## config.mk

```make
export PLATFORM = sky130hd
export DESIGN_NAME = montgomery_multiplier_iter
export DESIGN_NICKNAME = d
export VERILOG_FILES = /design/src/rtl/montgomery_multiplier_iter.sv
export SDC_FILE = /design/constraint.sdc
export NUM_CORES = 1
export LEC_CHECK = 0
export ABC_CLOCK_PERIOD_IN_PS = 8400
export BUFFER_PORTS_ARGS = -buffer_cell sky130_fd_sc_hd__buf_2
export CAP_MARGIN = 10
export CORE_MARGIN = 2
export CORE_UTILIZATION = 40
export DETAILED_ROUTE_END_ITERATION = 8
export PLACE_DENSITY_LB_ADDON = 0.3
export SLEW_MARGIN = 0
export SYNTH_ARGS = -nofsm -noshare
export SYNTH_HDL_FRONTEND = slang
export SYNTH_SLANG_ARGS = --single-unit
```

## constraint.sdc

```tcl
create_clock -name clk -period 8.4 [get_ports clk]
set_input_delay 1.26 -clock clk [delete_from_list [all_inputs] [get_ports clk]]
set_output_delay 1.26 -clock clk [all_outputs]
set_load 0.05 [all_outputs]
```

## src/rtl/montgomery_multiplier_iter.sv

```systemverilog
// Iterative radix-2 Montgomery multiplier: S = X*Y*2^-N mod M.
// Consumes BPC bits of X per clock with valid/ready handshakes on both sides.
// Build option: define MONT_FINAL_SUB_EN to add the final conditional
// subtraction (FIN state) so that S is fully reduced (0 <= S < M).
// Without it S is the raw accumulator (0 <= S < 2M, congruent mod M).
module montgomery_multiplier_iter #(
  parameter int N   = 16,
  parameter int BPC = 1
) (
  input  logic         clk,
  input  logic         rst,
  input  logic         in_valid,
  output logic         in_ready,
  input  logic [N-1:0] X,
  input  logic [N-1:0] Y,
  input  logic [N-1:0] M,
  output logic         out_valid,
  input  logic         out_ready,
  output logic [N:0]   S,
  output logic         err,
  output logic         busy
);

  localparam int CW = $clog2(N + 1);
  localparam logic [CW-1:0] LAST_COUNT = CW'(N - BPC);
  localparam logic [CW-1:0] STEP_COUNT = CW'(BPC);

  localparam logic [1:0] IDLE = 2'd0;
  localparam logic [1:0] RUN  = 2'd1;
`ifdef MONT_FINAL_SUB_EN
  localparam logic [1:0] FIN  = 2'd2;
`endif
  localparam logic [1:0] DONE = 2'd3;

  generate
    if ((N < 4) || ((N % BPC) != 0)) begin : g_param_check
      $error("montgomery_multiplier_iter: need N >= 4 and N %% BPC == 0");
    end
  endgenerate

`ifdef MONT_FINAL_SUB_EN
  // Reduce an accumulator known to be below 2M into [0, M).
  function automatic logic [N:0] final_sub(input logic [N+1:0] a, input logic [N-1:0] m);
    logic [N+1:0] mw;
    logic [N+1:0] d;
    mw = {2'b00, m};
    d  = a - mw;
    if (a >= mw) begin
      final_sub = d[N:0];
    end else begin
      final_sub = a[N:0];
    end
  endfunction
`endif

  logic [1:0]    state_r;
  logic [N+1:0]  acc_r;
  logic [CW-1:0] count_r;
  logic [N-1:0]  x_r;
  logic [N-1:0]  y_r;
  logic [N-1:0]  m_r;
  logic [N:0]    s_r;
  logic          err_r;
  logic          out_valid_r;
  logic          in_ready_r;
  logic          busy_r;
  logic [N+1:0]  acc_step_s;

  assign in_ready  = in_ready_r;
  assign out_valid = out_valid_r;
  assign S         = s_r;
  assign err       = err_r;
  assign busy      = busy_r;

  // BPC unrolled reduction steps on the low bits of the shifting X register.
  always_comb begin
    logic [N+2:0] sum_v;
    logic         q_v;
    sum_v      = {(N+3){1'b0}};
    q_v        = 1'b0;
    acc_step_s = acc_r;
    for (int k = 0; k < BPC; k++) begin
      q_v   = acc_step_s[0] ^ (x_r[k] & y_r[0]);
      sum_v = {1'b0, acc_step_s}
            + (x_r[k] ? {3'b000, y_r} : {(N+3){1'b0}})
            + (q_v    ? {3'b000, m_r} : {(N+3){1'b0}});
      acc_step_s = sum_v[N+2:1];
    end
  end

  // Control FSM, operand capture, accumulator and registered outputs.
  always_ff @(posedge clk or negedge rst) begin
    if (!rst) begin
      state_r     <= IDLE;
      acc_r       <= {(N+2){1'b0}};
      count_r     <= {CW{1'b0}};
      x_r         <= {N{1'b0}};
      y_r         <= {N{1'b0}};
      m_r         <= {N{1'b0}};
      s_r         <= {(N+1){1'b0}};
      err_r       <= 1'b0;
      out_valid_r <= 1'b0;
      in_ready_r  <= 1'b1;
      busy_r      <= 1'b0;
    end else begin
      case (state_r)
        IDLE: begin
          if (in_valid && in_ready_r) begin
            x_r        <= X;
            y_r        <= Y;
            m_r        <= M;
            in_ready_r <= 1'b0;
            busy_r     <= 1'b1;
            if (!M[0]) begin
              // Even modulus: no Montgomery inverse exists, report at once.
              state_r     <= DONE;
              err_r       <= 1'b1;
              s_r         <= {(N+1){1'b0}};
              out_valid_r <= 1'b1;
            end else begin
              state_r <= RUN;
              err_r   <= 1'b0;
              acc_r   <= {(N+2){1'b0}};
              count_r <= {CW{1'b0}};
            end
          end
        end
        RUN: begin
          acc_r   <= acc_step_s;
          x_r     <= x_r >> BPC;
          count_r <= count_r + STEP_COUNT;
          if (count_r == LAST_COUNT) begin
`ifdef MONT_FINAL_SUB_EN
            state_r     <= FIN;
`else
            state_r     <= DONE;
            s_r         <= acc_step_s[N:0];
            out_valid_r <= 1'b1;
`endif
          end
        end
`ifdef MONT_FINAL_SUB_EN
        FIN: begin
          s_r         <= final_sub(acc_r, m_r);
          state_r     <= DONE;
          out_valid_r <= 1'b1;
        end
`endif
        DONE: begin
          if (out_ready) begin
            state_r     <= IDLE;
            out_valid_r <= 1'b0;
            in_ready_r  <= 1'b1;
            busy_r      <= 1'b0;
          end
        end
        default: begin
          state_r     <= IDLE;
          out_valid_r <= 1'b0;
          in_ready_r  <= 1'b1;
          busy_r      <= 1'b0;
        end
      endcase
    end
  end

endmodule

```

; ---- Word-level counts from Yosys, hierarchy flattened
; Cells that the tools add are included.
[totals]
memories = 0
word_cells = 65
mem_bits_rw = 0
romBits = 0
reg_bits = 94
latch_bits = 0
[op_classes]
div = 0
eq_ne = 8
muxes = 30
n_bitwise = 3
reduce_logical = 10
addsub = 3
n_mul = 0
magnitude_cmp = 0
n_shift = 0
[op_table]
columns = cell, count
row1 = two-way mux 17 bit, 3
row2 = two-way mux 16 bit, 3
row3 = two-way mux 18 bit, 2
row4 = case mux 18 bit (2 select lines), 1
row5 = case mux 17 bit (2 select lines), 1
row6 = case mux 16 bit (2 select lines), 1
row7 = adder 18 x 16 -> 19 bit, 1
row8 = adder 19 x 16 -> 19 bit, 1
row9 = two-way mux 5 bit, 2
row10 = "inequality test 2 bit, second input constant", 5
row11 = case mux 5 bit (2 select lines), 1
row12 = case mux 1 bit (3 select lines), 3
row13 = AND reduction 3 bit, 3
row14 = two-way mux 1 bit, 8
row15 = two-way mux 2 bit, 4
row16 = AND reduction 4 bit, 2
row17 = case mux 2 bit (3 select lines), 1
row18 = "adder 5 x 1 -> 5 bit, second input constant", 1
row19 = "== test 5 x 4 -> 1 bit, second input constant", 1
row20 = AND reduction 2 bit, 2
row21 = "== test 2 x 1 -> 1 bit, second input constant", 1
row22 = "== test 2 bit, second input constant", 1
row23 = logical NOT 2 bit, 1
row24 = nonzero test 2 bit, 1
row25 = other kinds (4), 4

; ---- Depth between registers and ports, before layout
; Gate-level depths: netlist of the first run.
[logic_depth]
ltp_word = 6
depth_mapped = 14

; ---- Worst setup path before layout of the first run
; No wires, ideal clock.
[synth_timing]
path_kind = register to register
start = register x_r[0]
end = register acc_r[17]
required_time_ps = 8274
setup_slack_ps = 4716
stages_incl_launch_ff = 14
setup_time_ps = 126
t_arrival_ps = 3558
path_cell_list = dfrtp_1 > and2_1 > ha_1 > clkbuf_1 > and2_1 > fa_1 > ha_1 > a21oi_1 > nor2b_1 > a311o_1 > a311o_2 > a21boi_2 > nor2b_1 > o311a_1
[synth_via]
elab_chain_len = 5
elab_cells_between_ends = 7
[synth_rtl]
columns = element, line
row1 = start: declaration, 59  ; logic [N-1:0] x_r;
row2 = start signal: assignment, 97  ; x_r <= {N{1'b0}};
row3 = start signal: assignment, 130  ; x_r <= x_r >> BPC;
row4 = branches (longest 3 deep; another with adder 18 x 16 -> 19 bit), --
row5 = adder 19 x 16 -> 19 bit *, 86  ; + (q_v ? {3'b000, m_r} : {(N+3){1'b0}});
row6 = case mux 18 bit (2 select lines) *, 106  ; case (state_r)
row7 = end signal: assignment, 95  ; acc_r <= {(N+2){1'b0}};
row8 = end signal: assignment, 123  ; acc_r <= {(N+2){1'b0}};
row9 = end signal: assignment, 129  ; acc_r <= acc_step_s;
row10 = end: declaration, 57  ; logic [N+1:0] acc_r;
; Every way passes the cells marked *.
; A chain may end at the register's enable or synchronous reset.

; ---- Final worst setup path of the first run
; Ends and elaborated chain as after synthesis.

==> impl_metrics.yaml, run 1 <==
outcome:
  outcome: "complete, no violations"
timing:
  finalCriticalPeriod_ps: 4193
  rsz0062_at_grt: "no"
  hold_viol_final: 0
  skew_ps: 7.063
  min_period_over_period: 0.4992
  slew_headroom: 0.4066
  whs_ps: 481.4
  drv_slew: 0
  clock.fmax_mhz: 238.5
  setup_viol: 0
  final.setup.tns_ps: 0
  worst-slew-pin-transition_ps: 890.1
logic_synthesis:
  synth_edf_count: 0
  syn-cell-area_sq_um: 5052
  synth_nets: 557
  synth_ff_type: "dfrtp_1"
  yosysWarnings: 0
  ys_top_cells_by_area: "dfrtp_1 (46%), mux2_2 (6.9%), fa_1 (6.3%), nand2_1 (5.1%), ha_1 (4.7%)"
  syn_avg_cell_area_sq_um: 10.75
  synth_top_cell_by_area: "dfrtp_1"
  syn_inst: 470
  ys_async_sr_fraction: 1.000
  ys_types: 48
  synth.top_cell.area_share: 0.4606
  seq_area_frac_synth: 0.4658
  synth_seq_cells: 94
detailed_routing:
  firstDrtPassIters: 5
  wl_microns: 11200
  drc_errors: 0
  via_count: 3659
  ant_nets: 0
  viasPerCell: 5.205
  wire_per_inst_microns: 15.93
  drtIter0Drc: 185
critical_path:
  crit_buf_inv: 0
  cpLargestDelayFamily: "compound AO/OA/AOI/OAI gates"
  critical_path_depth: 12
  worst_setup_path_end_kind: "flip-flop"
  critPathMaxFanout: 17
  critPathSlowestCell: "dfrtp_1"
  arrival_ps: 4430
  required_ps: 8640
  crit_type: "flip-flop to flip-flop"
  r2r.worst_path.cells: 12
  critPathMaxStageDelay_ps: 560
  crit_chain: "and2_1 -> ha_1 -> and2_1 -> fa_1 -> ha_1 -> a21oi_1 -> nor2b_1 -> a311o_1 -> a311o_2 -> a21boi_2 -> nor2b_1 -> o311a_1"
  cp-start-kind: "flip-flop"
cells_and_area:
  final_cell_mix: "dfrtp_1 (93), buf_2 (71), nand2_1 (68)"
  fin_util: 0.4665
  diodes: 0
  nets: 613
  drive_above_1_share: 0.2524
  final_area_sq_um: 5816
  layout_commonest_cell: "dfrtp_1"
  syn_to_final_growth_pct: 15.11
  nFillCells: 1184
clocking:
  clock_sinks: 94
  root_buffer: "clkbuf_16"
  cts_setup_buffers: 0
  path_clk_slew_ps: 70
  clk_latency_ps: 350
  holdBufCountCts: 0
  cts-root-to-sink-buffers: 2
  cts_inserted_buffers: 9
  cts_resized: 0
  cts_tree: "done"
  cts_max_level: 3
worst_hold_path:
  hold_path.class: "flip-flop to flip-flop"
  min_path_cells: 2
pwr:
  p_per_area_nw_per_um2: 453.2
  vdd_drop_max_v: 0.0001418
  p_leak_uw: 0.002820
global_route:
  overflow: 0
  antenna_found_initial: 0
  grt_pass1_wl_microns: 18490
  grtUsageTotal: 0.1778
  grt_max_degree: 72
  grt_pass1_vias: 3632
die:
  initial_core_util: 0.4053
  die_x_microns: 116.4
  rows: 41
  die_area_sq_um: 13550
  die_y_microns: 116.4
  core_area_sq_um: 12470
  io_pins: 73
placed_design:
  dp_hpwl_microns: 8057
  io_buffers: 72
  placed_area_sq_um: 5530
  gp_congestion: 0.8878
flow_run:
  drv_cap: 0
## report_power, final
part / total, uW / internal (uW) / switching (uW)
logic: 1420 / 555 / 865
clock network: 393 / 210 / 183
registers: 823 / 662 / 161
total: 2640 / 1430 / 1210
## metal layers
metal | track usage | vias to the layer above | part of all wire
met2 | 0.2849 | 91 | 0.47
met4 | 0.05238 | 0 | 0.013
met5 | 0 | - | 0
li1 | - | 1770 | -
met1 | 0.2435 | 1787 | 0.46
met3 | 0.03944 | 11 | 0.053
## path summary, 6_finish.rpt
path / from / to / slack (ps)
max: x_r[0] / acc_r[17] / 4210
min in group asynchronous: rst / state_r[0] / 800
max reg2reg: x_r[0] / acc_r[17] / 4210
min reg2reg: x_r[3] / x_r[3] / 480
min: x_r[3] / x_r[3] / 480
max in group asynchronous: rst / acc_r[9] / 6410
## cell usage after synthesis, types with 6 or more instances
master / n
mux2_2: 31
a21oi_1: 16
nor2_1: 7
clkbuf_1: 20
nand4_1: 6
inv_1: 8
ha_1: 19
fa_1: 16
a22o_1: 17
a22oi_1: 16
a21o_1: 9
xor2_1: 8
nand3_1: 6
and2_1: 32
buf_2: 8
nand2_1: 68
xnor2_1: 8
o21ai_0: 34
dfrtp_1: 93
## worst register-to-register path: cells and delay by family, from the launching register on
family,cells,cell delay (ps)
flip-flops,1,560
AND/OR/NAND/NOR,4,590
adder cells (fa/ha/maj),3,1310
AO/OA/AOI/OAI,5,1600
## kinds of logic after synthesis
| family | after synthesis | synth area share |
|---|---|---|
| muxes | 33 | 0.07306 |
| AOI/OAI and AO/OA | 118 | 0.1627 |
| and+or+nand+nor | 136 | 0.1300 |
| xor gates and xnor gates | 16 | 0.02774 |
| buffers and inverters | 38 | 0.03021 |
| DFF | 94 | 0.4658 |
| adders and majority gates | 35 | 0.1105 |
## cell type report
| class | count | area (sq um) | share of cell area |
|---|---|---|---|
| clock inverters | 6 | 46.29 | 0.007960 |
| flip-flops and latches | 94 | 2354 | 0.4047 |
| repair buffers | 75 | 385.4 | 0.06627 |
| multi-input cells | 338 | 2546 | 0.4378 |
| well taps | 172 | 215.2 | 0.03701 |
| clock buffers | 10 | 239.0 | 0.04109 |
| inverters | 8 | 30.03 | 0.005164 |
## registers in the layout (all words and copies together), names as in the netlist, 2 cells and up
signal,cells
x_r,16
state_r,2
S,17
m_r,16
acc_r,18
y_r,16
count_r,5
## stage by stage
step,setup slack [ps],cells,power [uW]
after floorplan,4716,470,1911
after CTS,4183,703,2658
after detailed placement,4218,687,2257
final,4207,703,2636
after global placement,4368,687,2214
after global routing,3837,703,2857
Note: power is estimated with default switching activity, not from simulation.
==> run 2, diff against run 1 <==
--- a/config.mk
+++ b/config.mk
@@ -5,7 +5,7 @@
 export SDC_FILE = /design/constraint.sdc
 export NUM_CORES = 1
 export LEC_CHECK = 0
-export ABC_CLOCK_PERIOD_IN_PS = 8400
+export ABC_CLOCK_PERIOD_IN_PS = 3700
 export BUFFER_PORTS_ARGS = -buffer_cell sky130_fd_sc_hd__buf_2
 export CAP_MARGIN = 10
 export CORE_MARGIN = 2
==> constraint.sdc (replaced) <==
create_clock -name clk -period 3.7 [get_ports clk]
set_input_delay 0.555 -clock clk [delete_from_list [all_inputs] [get_ports clk]]
set_output_delay 0.555 -clock clk [all_outputs]
set_load 0.05 [all_outputs]
==> impl_metrics.yaml, run 2 (synthesized netlist as in run 1, its figures left out) <==
die:
  core_area_sq_um: 12470
  rows: 41
  io_pins: 73
  die_y_microns: 116.4
  die_x_microns: 116.4
  die_area_sq_um: 13550
  initial_core_util: 0.4053
cells_and_area:
  diodes: 0
  drive_above_1_share: 0.2831
  syn_to_final_growth_pct: 18.18
  stdcell_count: 716
  regArea_sq_um: 2354
  max_flop_register: "acc_r"
  layout_commonest_cell: "dfrtp_1"
  final_area_sq_um: 5971
  largest_reg_flops: 18
  final_cell_mix: "dfrtp_1 (93), buf_2 (71), nand2_1 (68)"
  multi_input_area_sq_um: 2581
  nets: 626
  nFillCells: 1162
critical_path:
  required_ps: 3930
  critPathMaxStageDelay_ps: 470
  worst_setup_path_end_kind: "flip-flop"
  critPathMaxFanout: 6
  rrSetupSlack_ps: 170
  crit_type: "flip-flop to flip-flop"
  r2r.worst_path.cells: 12
  crit_end: "acc_r[17]"
  timing.rr.end: "acc_r[17]"
  r2r-start: "y_r[0]"
  cp-start-kind: "flip-flop"
  crit_chain: "and2_1 -> ha_4 -> and2_1 -> fa_2 -> ha_1 -> a21oi_2 -> nor2b_1 -> a311o_1 -> a311o_2 -> a21boi_2 -> nor2b_1 -> o311a_1"
  arrival_ps: 3760
  startpoint: "y_r[0]"
  critPathSlowestCell: "fa_2"
global_route:
  grt_pass1_vias: 3920
  grtUsageTotal: 0.1892
  overflow: 0
  antenna_found_initial: 0
  grtUsageMet2: 0.3074
  grt_max_degree: 63
  top_usage_layer: "met2"
  use_met3: 0.05397
  grt_pass1_wl_microns: 19580
  grt_use_met1: 0.2518
worst_hold_path:
  hold_path.class: "input port to async pin"
timing:
  setup_viol: 0
  final.setup.tns_ps: 0
  clock.fmax_mhz: 283.6
  skew_ps: 10.94
  rsz0062_at_grt: "no"
  hold_viol_final: 0
  layout_setup_ws_ps: 173.9
  drv_slew: 0
  finalCriticalPeriod_ps: 3526
  min_period_over_period: 0.9530
  worst-slew-pin-transition_ps: 790.5
  slew_headroom: 0.4730
pwr:
  p_per_area_nw_per_um2: 1047
  p_leak_uw: 0.002896
  total_power_uw: 6249
  vdd_drop_max_v: 0.0004221
placed_design:
  io_buffers: 72
  post-place-ws_ps: 41.76
  dp_cells: 699
  placed_area_sq_um: 5620
  dp_hpwl_microns: 8428
  gp_congestion: 0.9056
detailed_routing:
  wl_microns: 11690
  firstDrtPassIters: 4
  wire_per_inst_microns: 16.33
  drtIter0Drc: 224
  ant_nets: 0
  via_count: 3698
  viasPerCell: 5.165
  drc_errors: 0
clocking:
  path_clk_slew_ps: 60
  cts-root-to-sink-buffers: 2
  clk_latency_ps: 360
  cts_max_level: 3
  clock_sinks: 94
  holdBufCountCts: 0
  cts_inserted_buffers: 9
  cts_tree: "done"
  root_buffer: "clkbuf_16"
flow_run:
  drv_cap: 0
outcome:
  outcome: "complete, no violations"
-- run 2: changes by cell type in the layout (fill, tap and decap cells not counted), moves of 2 or more --
| cell | before | now |
|---|---|---|
| ha_1 | 19 | 17 |
| fa_2 | 0 | 2 |
| buf_4 | 4 | 17 |
| o21ai_1 | 1 | 3 |
| o21ai_0 | 34 | 32 |
| fa_1 | 16 | 14 |
-- run 2: power breakdown --
| part | switching, uW | internal, uW |
|---|---|---|
| clock | 414 | 547 |
| sequential | 343 | 1500 |
| combinational | 2060 | 1380 |
| total | 2810 | 3430 |
-- run 2: worst min-delay path by stage --
stage,to,slack [ps],cells past startpoint
floorplan,S[0],260,0
global placement,S[3],460,2
detailed placement,S[6],470,2
CTS,S[4],310,1
global route,S[4],340,1
finish,S[4],290,1
-- run 2: final cells by class --
| cell class | instances | area share |
|---|---|---|
| Multi-Input combinational cell | 338 | 0.4323 |
| Sequential cell | 94 | 0.3942 |
| Timing Repair Buffer | 88 | 0.08089 |
| Clock buffer | 10 | 0.04003 |
| Tap cell | 172 | 0.03604 |
| Clock inverter | 6 | 0.01153 |
| Inverter | 8 | 0.005029 |
-- run 2: what timing repair did --
action                     in CTS  in global routing
gates cloned                    0                  0
setup endpoints to repair       1                 14
pin swaps                       1                  3
setup buffers                   0                  1
gates resized for setup         0                  9
-- run 2: worst max-delay path: cells and delay by family (launching register included) --
family / cells / cell delay (ps)
and+or+nand+nor: 4 / 450
adders and majority gates: 3 / 1090
DFF: 1 / 370
AOI/OAI and AO/OA: 5 / 1510
-- run 2: layer usage --
metal / wire (microns) / vias up
li1: - / 1793
met1: 5455 / 1805
met2: 5576 / 93
met3: 542 / 7
met4: 117 / 0
met5: 0 / -
-- run 2: metrics by stage --
step | hold slack (ps) | util
floorplan | 259.4 | -
global placement | 459.3 | 0.4509
detailed placement | 467.1 | 0.4509
CTS | 310.7 | 0.4756
global route | 342.7 | 0.4790
finish | 286.3 | 0.4790
==> run 3, diff against run 2 <==
--- a/config.mk
+++ b/config.mk
@@ -5,13 +5,12 @@
 export SDC_FILE = /design/constraint.sdc
 export NUM_CORES = 1
 export LEC_CHECK = 0
-export ABC_CLOCK_PERIOD_IN_PS = 3700
+export ABC_CLOCK_PERIOD_IN_PS = 3100
 export BUFFER_PORTS_ARGS = -buffer_cell sky130_fd_sc_hd__buf_2
 export CAP_MARGIN = 10
-export CORE_MARGIN = 2
+export CORE_MARGIN = 3
 export CORE_UTILIZATION = 40
 export DETAILED_ROUTE_END_ITERATION = 8
-export PLACE_DENSITY_LB_ADDON = 0.3
 export SLEW_MARGIN = 0
 export SYNTH_ARGS = -nofsm -noshare
 export SYNTH_HDL_FRONTEND = slang
==> constraint.sdc (replaced) <==
create_clock -name clk -period 3.1 [get_ports clk]
set_input_delay 0.465 -clock clk [delete_from_list [all_inputs] [get_ports clk]]
set_output_delay 0.465 -clock clk [all_outputs]
set_load 0.05 [all_outputs]
==> impl_metrics.yaml, run 3 (synthesized netlist as in run 1, its figures left out) <==
cells_and_area:
  syn_to_final_growth_pct: 28.38
  multi_input_area_sq_um: 2819
  regArea_sq_um: 2354
  max_flop_register: "acc_r"
  final_area_sq_um: 6486
  diodes: 0
  drive_above_1_share: 0.3819
  largest_reg_flops: 18
  nets: 658
  nFillCells: 1077
  final_cell_mix: "dfrtp_1 (93), buf_2 (71), nand2_1 (68)"
  stdcell_count: 744
  layout_commonest_cell: "dfrtp_1"
placed_design:
  placed_area_sq_um: 5869
  dp_cells: 722
  post-place-ws_ps: -325.5
  gp_congestion: 0.8656
  io_buffers: 72
  dp_hpwl_microns: 8695
critical_path:
  crit_chain: "and2_4 -> ha_4 -> buf_12 -> and2_1 -> fa_1 -> ha_4 -> a21oi_4 -> o22ai_2 -> o21a_1 -> a311o_2 -> a21boi_2 -> nor2b_1 -> o311a_1"
  cpLargestDelayFamily: "compound AO/OA/AOI/OAI gates"
  critPathSlowestCell: "fa_1"
  cp_common_cell: "ha_4"
  crit_buf_inv: 1
  arrival_ps: 3620
  crit_type: "flip-flop to flip-flop"
  critPathMaxStageDelay_ps: 530
  critPathMaxFanout: 6
  cp-start-kind: "flip-flop"
  worst_setup_path_end_kind: "flip-flop"
  required_ps: 3340
clocking:
  cts_inserted_buffers: 9
  cts_tree: "done"
  root_buffer: "clkbuf_16"
  path_clk_slew_ps: 70
  cts_max_level: 3
  clock_sinks: 94
  cts-root-to-sink-buffers: 2
  clk_latency_ps: 360
detailed_routing:
  drtIter0Drc: 204
  wl_microns: 12310
  drc_errors: 0
  ant_nets: 0
  wire_per_inst_microns: 16.54
  firstDrtPassIters: 5
  viasPerCell: 5.160
  via_count: 3839
die:
  die_area_sq_um: 14020
  core_area_sq_um: 12160
  die_y_microns: 118.4
  rows: 40
  die_x_microns: 118.4
  io_pins: 73
  initial_core_util: 0.4154
pwr:
  total_power_uw: 8646
  p_leak_uw: 0.003120
  vdd_drop_max_v: 0.0006052
  p_per_area_nw_per_um2: 1333
timing:
  min_period_over_period: 1.089
  skew_ps: 8.503
  layout_setup_ws_ps: -277.3
  slew_headroom: 0.5966
  final.setup.tns_ps: -2688
  rsz0062_at_grt: "yes"
  hold_viol_final: 0
  worst-slew-pin-transition_ps: 605.1
  drv_slew: 0
  clock.fmax_mhz: 296.1
  finalCriticalPeriod_ps: 3377
  setup_viol: 21
worst_hold_path:
  hold_path.class: "input port to async pin"
global_route:
  antenna_found_initial: 0
  grtUsageTotal: 0.1822
  grt_pass1_wl_microns: 20230
  grt_max_degree: 50
  overflow: 0
  grt_pass1_vias: 3996
flow_run:
  drv_cap: 0
outcome:
  failed_checks: "setup timing"
  outcome: "finished with violations"
-- run 3: cell type report --
| class | instances | area share |
|---|---|---|
| Sequential cell | 94 | 0.3628 |
| Inverter | 8 | 0.004630 |
| Timing Repair Buffer | 120 | 0.1177 |
| Clock buffer | 11 | 0.03897 |
| Multi-Input combinational cell | 338 | 0.4346 |
| Tap cell | 168 | 0.03241 |
| Clock inverter | 5 | 0.008873 |
-- run 3: per-layer routing --
metal / share of wire / vias to the layer above / GRT usage
li1: - / 1848 / -
met1: 0.44 / 1881 / 0.2368
met2: 0.49 / 93 / 0.2908
met3: 0.049 / 17 / 0.04498
met4: 0.025 / 0 / 0.07748
met5: 0 / - / 0
-- run 3: final timing paths --
kind | startpoint | end | slack (ps) | cells past startpoint
setup / recovery | y_r[0] | acc_r[17] | -280 | 13
hold / removal | rst | S[1] | 110 | 1
setup reg to reg | y_r[0] | acc_r[17] | -280 | 13
hold reg to reg | S[2] | S[2] | 480 | 2
max in group asynchronous | rst | in_ready | 2280 | 2
min in group clk | out_ready | state_r[0] | 320 | 2
-- run 3: repair_timing --
action / CTS / global route
endpoints found under the setup margin: 21 / 24
pin swaps: 20 / 23
hold buffers: 0 / 0
buffers inserted: 4 / 2
resized for setup: 25 / 26
-- run 3: where the power goes --
part | internal (uW) | switching, uW
combinational | 2410 | 2930
sequential | 1790 | 363
clock | 669 | 482
-- run 3: metrics by stage --
step,hold slack [ps],utilization
final,112.9,0.5333
after global placement,461.1,0.4826
after CTS,133.8,0.5218
after global routing,160.0,0.5333
after floorplan,169.4,-
after detailed placement,468.7,0.4826
